File: config.mk
export PLATFORM = sky130hd
export DESIGN_NAME = rr_encoder4_2_flat
export DESIGN_NICKNAME = d
export VERILOG_FILES = /design/src/rtl/rr_enc_pkg.sv /design/src/rtl/rr_encoder4_2_if.sv /design/src/rtl/dec2to4.sv /design/src/rtl/rr_pick4.sv /design/src/rtl/rr_encoder4_2.sv /design/src/flat_wrapper.sv
export SDC_FILE = /design/constraint.sdc
export NUM_CORES = 1
export LEC_CHECK = 0
export ABC_CLOCK_PERIOD_IN_PS = 3700
export CAP_MARGIN = 20
export CORE_MARGIN = 2
export CORE_UTILIZATION = 32
export DETAILED_ROUTE_END_ITERATION = 8
export HOLD_SLACK_MARGIN = 0.06
export PLACE_DENSITY = 0.64
export SYNTH_ARGS = -nofsm -noshare
export SYNTH_HDL_FRONTEND = slang
export SYNTH_HIERARCHICAL = 1
export SYNTH_SLANG_ARGS = --single-unit
File: constraint.sdc
create_clock -name clk -period 3.7 [get_ports clk]
set_input_delay 0.74 -clock clk [delete_from_list [all_inputs] [get_ports clk]]
set_output_delay 0.74 -clock clk [all_outputs]
set_load 0.01 [all_outputs]
File: src/rtl/rr_enc_pkg.sv
// Shared types and sizing for the 4-to-2 round-robin encoder.
package rr_enc_pkg;

  localparam int unsigned NREQ = 4;
  localparam int unsigned IDXW = $clog2(NREQ);

  typedef logic [IDXW-1:0] idx_t;
  typedef logic [NREQ-1:0] req_t;

  typedef enum logic {
    IDLE  = 1'b0,
    GRANT = 1'b1
  } state_t;

endpackage

File: src/rtl/rr_encoder4_2_if.sv
// Request/grant bundle between requesters and the round-robin encoder.
interface rr_encoder4_2_if;
  import rr_enc_pkg::*;

  req_t req;
  logic ack;
  idx_t grant_idx;
  logic grant_valid;
  req_t grant_onehot;
  logic any_req;

  modport master (
    output req,
    output ack,
    input  grant_idx,
    input  grant_valid,
    input  grant_onehot,
    input  any_req
  );

  modport slave (
    input  req,
    input  ack,
    output grant_idx,
    output grant_valid,
    output grant_onehot,
    output any_req
  );

endinterface

File: src/rtl/dec2to4.sv
// 2-to-4 decoder with enable; all outputs low when disabled.
module dec2to4 (
  input  logic       en,
  input  logic [1:0] sel,
  output logic [3:0] y
);

  always_comb begin
    y = '0;
    if (en) begin
      case (sel)
        2'd0:    y = 4'b0001;
        2'd1:    y = 4'b0010;
        2'd2:    y = 4'b0100;
        default: y = 4'b1000;
      endcase
    end
  end

endmodule

File: src/rtl/rr_pick4.sv
// Combinational round-robin pick: first set request scanning circularly from ptr.
module rr_pick4
  import rr_enc_pkg::*;
(
  input  req_t req,
  input  idx_t ptr,
  output idx_t win_idx,
  output logic win_found
);

  logic [2*NREQ-1:0] dbl;
  req_t rot;
  idx_t off;

  // Rotating right by ptr puts requester ptr at bit 0, so a fixed
  // lowest-bit-first encode gives the circular scan order.
  always_comb begin
    dbl = {req, req};
    rot = dbl[ptr +: NREQ];
  end

  always_comb begin
    off = '0;
    for (int unsigned i = NREQ; i > 0; i--) begin
      if (rot[i-1]) begin
        off = idx_t'(i - 1);
      end
    end
  end

  assign win_idx   = off + ptr;
  assign win_found = |req;

endmodule

File: src/rtl/rr_encoder4_2.sv
// Registered 4-to-2 round-robin encoder with sticky grant and valid/ack handshake.
module rr_encoder4_2
  import rr_enc_pkg::*;
(
  input  logic              clk,
  input  logic              reset,
  rr_encoder4_2_if.slave    bus
);

  state_t state_q, state_d;
  idx_t   ptr_q, ptr_d;
  idx_t   idx_q, idx_d;
  logic   valid_q, valid_d;
  logic   any_q;

  idx_t   win_idx;
  logic   win_found;

  rr_pick4 u_pick (
    .req       (bus.req),
    .ptr       (ptr_q),
    .win_idx   (win_idx),
    .win_found (win_found)
  );

  always_ff @(posedge clk) begin
    if (reset) begin
      state_q <= IDLE;
      ptr_q   <= '0;
      idx_q   <= '0;
      valid_q <= 1'b0;
      any_q   <= 1'b0;
    end else begin
      state_q <= state_d;
      ptr_q   <= ptr_d;
      idx_q   <= idx_d;
      valid_q <= valid_d;
      any_q   <= |bus.req;
    end
  end

  // The grant only ends on ack, so the index after an accepted grant
  // seeds the next scan and forces one IDLE cycle between grants.
  always_comb begin
    state_d = state_q;
    ptr_d   = ptr_q;
    idx_d   = idx_q;
    valid_d = valid_q;
    case (state_q)
      IDLE: begin
        if (win_found) begin
          idx_d   = win_idx;
          valid_d = 1'b1;
          state_d = GRANT;
        end
      end
      GRANT: begin
        if (bus.ack) begin
          valid_d = 1'b0;
          ptr_d   = idx_q + idx_t'(1);
          state_d = IDLE;
        end
      end
      default: begin
        valid_d = 1'b0;
        state_d = IDLE;
      end
    endcase
  end

  dec2to4 u_dec (
    .en  (valid_q),
    .sel (idx_q),
    .y   (bus.grant_onehot)
  );

  assign bus.grant_idx   = idx_q;
  assign bus.grant_valid = valid_q;
  assign bus.any_req     = any_q;

endmodule

File: src/flat_wrapper.sv
// flat-port wrapper written by rule: the top's interface ports become plain ports
module rr_encoder4_2_flat import rr_enc_pkg::*;
  (clk, reset, bus_req, bus_ack, bus_grant_idx, bus_grant_valid, bus_grant_onehot, bus_any_req);
  rr_encoder4_2_if bus_i ();
  input  logic clk;
  input  logic reset;
  input wire logic [$bits(bus_i.req)-1:0] bus_req;
  input wire logic [$bits(bus_i.ack)-1:0] bus_ack;
  output wire logic [$bits(bus_i.grant_idx)-1:0] bus_grant_idx;
  output wire logic [$bits(bus_i.grant_valid)-1:0] bus_grant_valid;
  output wire logic [$bits(bus_i.grant_onehot)-1:0] bus_grant_onehot;
  output wire logic [$bits(bus_i.any_req)-1:0] bus_any_req;
  assign bus_i.req = bus_req;
  assign bus_i.ack = bus_ack;
  assign bus_grant_idx = bus_i.grant_idx;
  assign bus_grant_valid = bus_i.grant_valid;
  assign bus_grant_onehot = bus_i.grant_onehot;
  assign bus_any_req = bus_i.any_req;
  rr_encoder4_2 u_core (.clk(clk), .reset(reset), .bus(bus_i));
endmodule
# Word-level counts from Yosys, hierarchy flattened
# Cells that the tools add are included.
# Widths: inputs -> output; s select.
totals:
  reg_bits: 7
op_classes:
  reduce_logical: 5
  n_addsub: 2
  muxes: 12
  eq_ne: 4
  bitwise_logic: 1
  n_shift: 1
ops:
  columns: ["op", "count"]
  rows:
  - ["$pmux 4 s3", 1]
  - ["$mux 2", 4]
  - ["$shiftx 8x3->4", 1]
  - ["$reduce_and 2->1", 3]
  - ["$mux 1", 4]
  - ["$mux 4", 1]
  - ["$ne 2x2->1 const B", 2]
  - ["$pmux 1 s2", 2]
  - ["$reduce_or 4->1", 1]
  - ["$add 2x1->2 const B", 1]
  - ["$add 2x2->2", 1]
  - ["$eq 2x1->1 const B", 1]
  - ["$eq 2x2->1 const B", 1]
  - ["$logic_not 2->1", 1]
  - ["$not 1->1", 1]

# Depth between registers and ports, before layout
# Gate-level depths: netlist of run 1.
logic_depth:
  depth_word: 6
  depth_mapped: 9
  depth_no_buf: 9

# Cells and area by module
# Netlist of run 1, hierarchy kept.
modules_own_cells:
  columns: ["module", "area_per_inst_um2", "n_inst", "cells_per_inst", "seq_area_each_um2"]
  rows:
  - ["rr_encoder4_2", 252.7, 1, 26, 140.1]
  - ["rr_pick4", 161.4, 1, 22, 0.0]
  - ["dec2to4", 37.5, 1, 4, 0.0]

# Worst setup path after synthesis of run 1
# OpenSTA, ideal clock, no wires.
synth_path:
  path_type: "input -> register"
  start: "input port bus_req[3]"
  end: "register u_core.idx_q[1] (netlist: u_core/bus.grant_idx[1])"
  setup_ns: 0.114
  arrival_ns: 1.797
  path_slack_ns: 1.789
  path_stages: 9
  path_buffers: 0
  required_time_ns: 3.586
  path_cell_list: "nor2b_1 -> a21oi_1 -> o22ai_1 -> o21a_1 -> ha_1 -> xnor2_1 -> xnor2_1 -> mux2i_1 -> nor2_1"
synth_between:
  elab_chain_len: 6
synth_lines:
  columns: ["item", "line", "source"]
  rows:
  - ["from (decl)", "flat_wrapper.sv:7", "input wire logic [$bits(bus_i.req)-1:0] bus_req;"]
  - ["$shiftx 8x3->4 *", "rr_pick4.sv:19", "rot = dbl[ptr +: NREQ];"]
  - ["$mux 2 (3 in series)", "rr_pick4.sv:25", "if (rot[i-1]) begin"]
  - ["$mux 2 *", "rr_pick4.sv:25", null]
  - ["$add 2x2->2 *", "rr_pick4.sv:31", "assign win_idx = off + ptr;"]
  - ["named net u_core.win_idx[1]", "rr_encoder4_2.sv:16", "idx_t win_idx;"]
  - ["to (signal assigned)", "rr_encoder4_2.sv:36", "idx_q <= idx_d;"]
  - ["to (decl)", "rr_encoder4_2.sv:12", "idx_t idx_q, idx_d;"]
# Mark *: on every way through the listed nets, which the timed path passes. The rest lies on a longest branch.
# A chain may end at the register's enable or synchronous reset.

# Final worst setup path of run 1
layout_path:
  start: "input port bus_req[2]"
  end: "register u_core.idx_q[1] (netlist: u_core/bus.grant_idx[1])"
# Same word-level chain as after synthesis.

==> results of run 1 <==
## registers in the layout (all words and copies together) (netlist names)
signal	flops
u_core/state_q	1
u_core/bus.any_req	1
u_core/bus.grant_idx	2
u_core/ptr_q	2
u_core/bus.grant_valid	1
## kinds of logic after synthesis
family                   Yosys count  synth area share, %
AND/OR/NAND/NOR                   23                30.19
multiplexers                       4                9.141
XOR/XNOR                           3                5.818
AO/OA/AOI/OAI                     12                19.39
flip-flops                         7                31.02
buffers and inverters              2                1.663
adder cells (fa/ha/maj)            1                2.770
## cells in the mapped netlist
master and instances:
and2b_1 1, xnor2_1 2, o22ai_1 1, xor2_1 1, nand3_1 1, o211ai_1 2, nor2b_1 2, a2bb2oi_1 1
o311ai_2 1, a311oi_1 1, inv_1 2, nor4_1 1, mux2_1 1, nor3b_2 1, ha_1 1, nor2_1 7
and3b_1 2, and3_2 1, or4_1 1, a21oi_1 5, nor3_1 1, mux2i_1 3, o21a_1 1, dfxtp_1 7
nand2_1 4, nor2b_4 1
## cell type report
type,instances,area share [%]
multi-input cells,43,47.74
flip-flops and latches,7,22.00
repair buffers,14,22.00
clock buffers,4,4.126
well taps,15,2.947
inverters,2,1.179
## power by group
group	internal [mW]	total [mW]	switching (mW)
clock	0.0411	0.0676	0.0265
combinational	0.0369	0.0633	0.0264
sequential	0.0826	0.0942	0.0115
## routing by layer
layer	global-route usage, %	wire length [um]
met5	0	0
met4	9.677	0
met3	1.739	42
met2	16.25	415
met1	19.05	508
## worst min-delay path by stage
stage	from	endpoint	slack, ps	depth (start not counted)
after floorplan	u_core/ptr_q[1]$_SDFFE_PP0P_	u_core/ptr_q[1]$_SDFFE_PP0P_	540	2
after global placement	u_core/bus.grant_valid$_SDFFE_PP0P_	u_core/bus.grant_valid$_SDFFE_PP0P_	550	2
after detailed placement	u_core/bus.grant_valid$_SDFFE_PP0P_	u_core/bus.grant_valid$_SDFFE_PP0P_	560	2
after CTS	u_core/bus.grant_valid$_SDFFE_PP0P_	u_core/bus.grant_valid$_SDFFE_PP0P_	560	2
after global routing	u_core/bus.grant_valid$_SDFFE_PP0P_	u_core/bus.grant_valid$_SDFFE_PP0P_	620	2
final	u_core/bus.grant_valid$_SDFFE_PP0P_	u_core/bus.grant_valid$_SDFFE_PP0P_	560	2
## cell usage in the layout (no fill, tap or decap), drive strengths merged, types with 2 or more instances in the layout
master | netlist | routed
inv | 2 | 2
nor2b | 3 | 3
nand2 | 4 | 4
clkdlybuf4s50 | 0 | 14
o211ai | 2 | 2
dfxtp | 7 | 7
clkbuf | 0 | 4
mux2i | 3 | 3
and3b | 2 | 2
xnor2 | 2 | 2
a21oi | 5 | 5
nor2 | 7 | 7
## stage by stage
step / power [mW] / instance area (um2) / util (%)
finish: 0.2251 / 636.9 / 48.34
global route: 0.2436 / 636.9 / 48.34
CTS: 0.2300 / 636.9 / 48.34
detailed placement: 0.1591 / 610.6 / 46.34
global placement: 0.1583 / 610.6 / 46.34
floorplan: 0.1280 / 451.7 / -
## worst max-delay path: cells and delay by family
kind / cells / cell delay [ps]
AOI/OAI and AO/OA: 3 / 400
xor gates and xnor gates: 2 / 270
adders and majority gates: 1 / 180
buffers and inverters: 1 / 650
muxes: 1 / 130
and+or+nand+nor: 2 / 160
==> results.cfg, run 1 <==
[status]
run_status = complete, no violations

[finish]
final_cells = 85
seq_area_um2 = 140.1
layout-drive-gt1-share_pct = 10.00
areaGrowthSynthToFinish_pct = 41.00
antenna_cells = 0
multiInputGateArea_um2 = 304.0
fillers = 135
num-nets-final = 79

[grt]
grt_remaining_overflow = 0
grt_pass1_wl_mm = 1.752
track_usage_pct = 12.85
antenna_found_initial = 0
grt_max_degree = 10
grt_pass1_vias = 394

[clock_network]
cts_tree = yes
path_clk_slew_ps = 50
cts_buffer_depth = 2
htree_levels = 1
ctsHoldBuffers = 0
ctsResizeCount = 0
post_cts_buffers = 0
clkSinkCount = 7
clockRootBuffer = clkbuf_4
numCtsBuffers = 3
clk_latency_ps = 250

[detailed_routing]
drc = 0
ant_nets = 0
vias_per_cell = 4.976
dr_total_vias = 423
dr.pass1.iters = 4
wirelength_um = 966
initialDrtViolationCount = 9
drt-wirelength-per-cell_um = 11.36

[logic_synthesis]
yosysSeqAreaShare_pct = 31.02
syn_area_um2 = 451.7
synth_nets = 60
ys_seq_elements = 7
synth_cell_types = 26
synth_area_leaders = dfxtp_1 (31%), mux2i_1 (6.6%), nor2_1 (5.8%)
syn-instance-count = 52
yosys.area.top_type = dfxtp_1
netlist.area_leader.share_pct = 31.02
synth.yosys.warnings = 6
avgSynthCellArea_um2 = 8.686

[setup_path]
arrival_ps = 2550
slowest_stage = clkdlybuf4s50_1
cp_cell_sequence = clkdlybuf4s50_1 > nor2b_1 > a21oi_1 > o22ai_1 > o21a_1 > ha_1 > xnor2_1 > xnor2_1 > mux2i_1 > nor2_1
worst-r2r-setup-slack_ps = 2010
slowest_delay_ps = 650
critPathLaunch = bus_req[2]
ff2ff_path_depth = 9
critPathCapture = u_core/bus.grant_idx[1]$_SDFFE_PP0P_
cpMostUsedCell = xnor2_1
crit_type = input port to flip-flop
r2r_end = u_core/bus.grant_idx[1]$_SDFFE_PP0P_
crit_path_end_kind = flip-flop
timing.rr.start = u_core/ptr_q[1]$_SDFFE_PP0P_
critPathLaunchType = input port
crit_required_ps = 3830
cp_max_fo = 9

[sta]
worst_slack_ps = 1282
fin_skew_ps = 4.487
finalHoldViolCount = 0
relSlewSlack_pct = 78.86
setup_viol = 0
worst_pin_slew_ps = 316.1
fin_tns_setup_ps = 0
period_needed_ps = 2418
rsz0062_at_grt = no
fin_worst_hold_slack_ps = 563.6
period_share_pct = 65.36
slew_viol_final = 0
fmax_ghz = 0.4135

[job]
drv_cap = 0

[power]
power.static_leakage_nw = 0.2639
ir_drop_mv = 0.2091
p_per_area_nw_per_um2 = 353.4

[floorplanning]
fp.coreArea_um2 = 1318
die_area_um2 = 1728
die_h_um = 41.57
ios = 15
rows = 13
initial_core_util_pct = 34.28
die_w_um = 41.57

[placed_design]
port-buffer-count = 14
dp_slack_ps = 1047
gp_congestion = 0.8027
hpwlAfterDp_um = 711.6
dpl.cell_count = 81

[worst_hold_path]
hold_class = flip-flop to flip-flop
(Power assumes the default switching activity.)
==> run 2: changes to the inputs <==
--- a/config.mk
+++ b/config.mk
@@ -5,13 +5,13 @@
 export SDC_FILE = /design/constraint.sdc
 export NUM_CORES = 1
 export LEC_CHECK = 0
-export ABC_CLOCK_PERIOD_IN_PS = 3700
+export ABC_CLOCK_PERIOD_IN_PS = 2100
 export CAP_MARGIN = 20
 export CORE_MARGIN = 2
 export CORE_UTILIZATION = 32
 export DETAILED_ROUTE_END_ITERATION = 8
 export HOLD_SLACK_MARGIN = 0.06
-export PLACE_DENSITY = 0.64
+export PLACE_DENSITY = 0.67
 export SYNTH_ARGS = -nofsm -noshare
 export SYNTH_HDL_FRONTEND = slang
 export SYNTH_HIERARCHICAL = 1
==> constraint.sdc (replaced) <==
create_clock -name clk -period 2.1 [get_ports clk]
set_input_delay 0.42 -clock clk [delete_from_list [all_inputs] [get_ports clk]]
set_output_delay 0.42 -clock clk [all_outputs]
set_load 0.01 [all_outputs]
==> results.cfg, run 2 (synthesis results as in run 1) <==
[sta]
worst_pin_slew_ps = 281.9
slew_viol_final = 0
fin_skew_ps = 6.187
finalHoldViolCount = 0
period_needed_ps = 1903
fmax_ghz = 0.5256
relSlewSlack_pct = 81.03
setup_viol = 0
rsz0062_at_grt = no
period_share_pct = 90.61
fin_worst_hold_slack_ps = 563.5
worst_slack_ps = 197.2

[grt]
antenna_found_initial = 0
track_usage_pct = 14.82
grt_pass1_wl_mm = 1.980
grt_remaining_overflow = 0
grt_max_degree = 9
grt_pass1_vias = 470

[finish]
final_cells = 92
utilization_pct = 53.28
areaGrowthSynthToFinish_pct = 55.40
fillers = 128
multiInputGateArea_um2 = 311.5
layout_common_cells = clkdlybuf4s50_1 (12), nor2_1 (7), dfxtp_1 (7), buf_4 (7), a21oi_1 (5)
fin_area_um2 = 701.9
num-nets-final = 86
final_common_cell = clkdlybuf4s50_1
seq_area_um2 = 140.1
layout-drive-gt1-share_pct = 19.48
antenna_cells = 0

[placed_design]
dpl.cell_count = 88
dp_slack_ps = -120.1
port-buffer-count = 14
dpl_cell_area_um2 = 663.1
gp_congestion = 0.8131
hpwlAfterDp_um = 793

[detailed_routing]
dr_total_vias = 456
initialDrtViolationCount = 10
dr.pass1.iters = 4
ant_nets = 0
vias_per_cell = 4.957
wirelength_mm = 1.092
drc = 0
drt-wirelength-per-cell_um = 11.87

[power]
power.static_leakage_nw = 0.3187
p_per_area_nw_per_um2 = 587.8
ir_drop_mv = 0.3658

[clock_network]
path_clk_slew_ps = 60
htree_levels = 1
clk_latency_ps = 250
clkSinkCount = 7
ctsHoldBuffers = 0
numCtsBuffers = 3
cts_buffer_depth = 2
cts_tree = yes
clockRootBuffer = clkbuf_4

[setup_path]
arrival_ps = 2040
cp_cell_sequence = clkdlybuf4s50_1 > inv_1 > a2bb2oi_1 > o211ai_1 > o21a_1 > ha_1 > xnor2_2 > xnor2_1 > mux2i_1 > nor2_1
crit_family = buffers and inverters
crit_required_ps = 2240
cp_max_fo = 3
crit_buf_inv = 2
critPathLaunchType = input port
crit_type = input port to flip-flop
slowest_stage = clkdlybuf4s50_1
slowest_delay_ps = 450
crit_path_end_kind = flip-flop

[floorplanning]
fp.coreArea_um2 = 1318
rows = 13
ios = 15
die_h_um = 41.57
initial_core_util_pct = 34.28
die_area_um2 = 1728
die_w_um = 41.57

[status]
run_status = complete, no violations

[worst_hold_path]
hold_class = flip-flop to flip-flop

[job]
drv_cap = 0
[run 2: changes by cell type in the layout (fill, tap and decap cells not counted)]
cell,delta
dlymetal6s2s_1,+2
clkdlybuf4s50_1,-2
xnor2_1,-1
buf_4,+7
xnor2_2,+1
[run 2: worst paths after layout]
kind | startpoint | end | slack, ps | depth (start not counted)
max | bus_req[0] | u_core/bus.grant_idx[1]$_SDFFE_PP0P_ | 200 | 10
min | u_core/bus.grant_valid$_SDFFE_PP0P_ | u_core/bus.grant_valid$_SDFFE_PP0P_ | 560 | 2
max reg2reg | u_core/ptr_q[1]$_SDFFE_PP0P_ | u_core/bus.grant_idx[1]$_SDFFE_PP0P_ | 320 | 9
min reg2reg | u_core/bus.grant_valid$_SDFFE_PP0P_ | u_core/bus.grant_valid$_SDFFE_PP0P_ | 560 | 2
[run 2: final cells by class]
cell class	instances	area share (%)
inverter	2	1.070
tap	15	2.674
sequential	7	19.96
multi-input combinational	43	44.39
clock buffer	4	3.743
timing repair buffer	21	28.16
[run 2: power breakdown]
group	total [mW]	internal, mW	switching [mW]
Combinational	0.123	0.0737	0.0492
Clock	0.123	0.0725	0.0503
Sequential	0.167	0.146	0.0213
Total	0.413	0.292	0.121
[run 2: worst register-to-register path: stages (launching register included)]
cell and delay (ps):
dfxtp_1 470, nand2_1 90, a21oi_1 150, o22ai_1 90, o21a_1 170, ha_1 200
xnor2_2 140, xnor2_1 130, mux2i_1 160, nor2_1 60
[run 2: metal layers]
metal	global-route usage, %	vias to the layer above	part of all wire (%)
li1	-	241	-
met1	16.93	200	46
met2	23.75	11	46
met3	4.348	4	5.7
met4	9.677	0	2.4
met5	0	-	0
[run 2: stage by stage]
| stage | total power [mW] | setup TNS (ps) |
|---|---|---|
| 2_1_floorplan | 0.2255 | 0 |
| 3_3_place_gp | 0.2877 | -93.61 |
| 3_5_place_dp | 0.2901 | -120.1 |
| 4_1_cts | 0.4163 | 0 |
| 5_1_grt | 0.4417 | 0 |
| 6_report | 0.4126 | 0 |
[run 2: timing repair]
item / 4_1_cts / 5_1_grt
setup buffers: 0 / 0
gates resized for setup: 0 / 3
setup endpoints to repair: 0 / 1
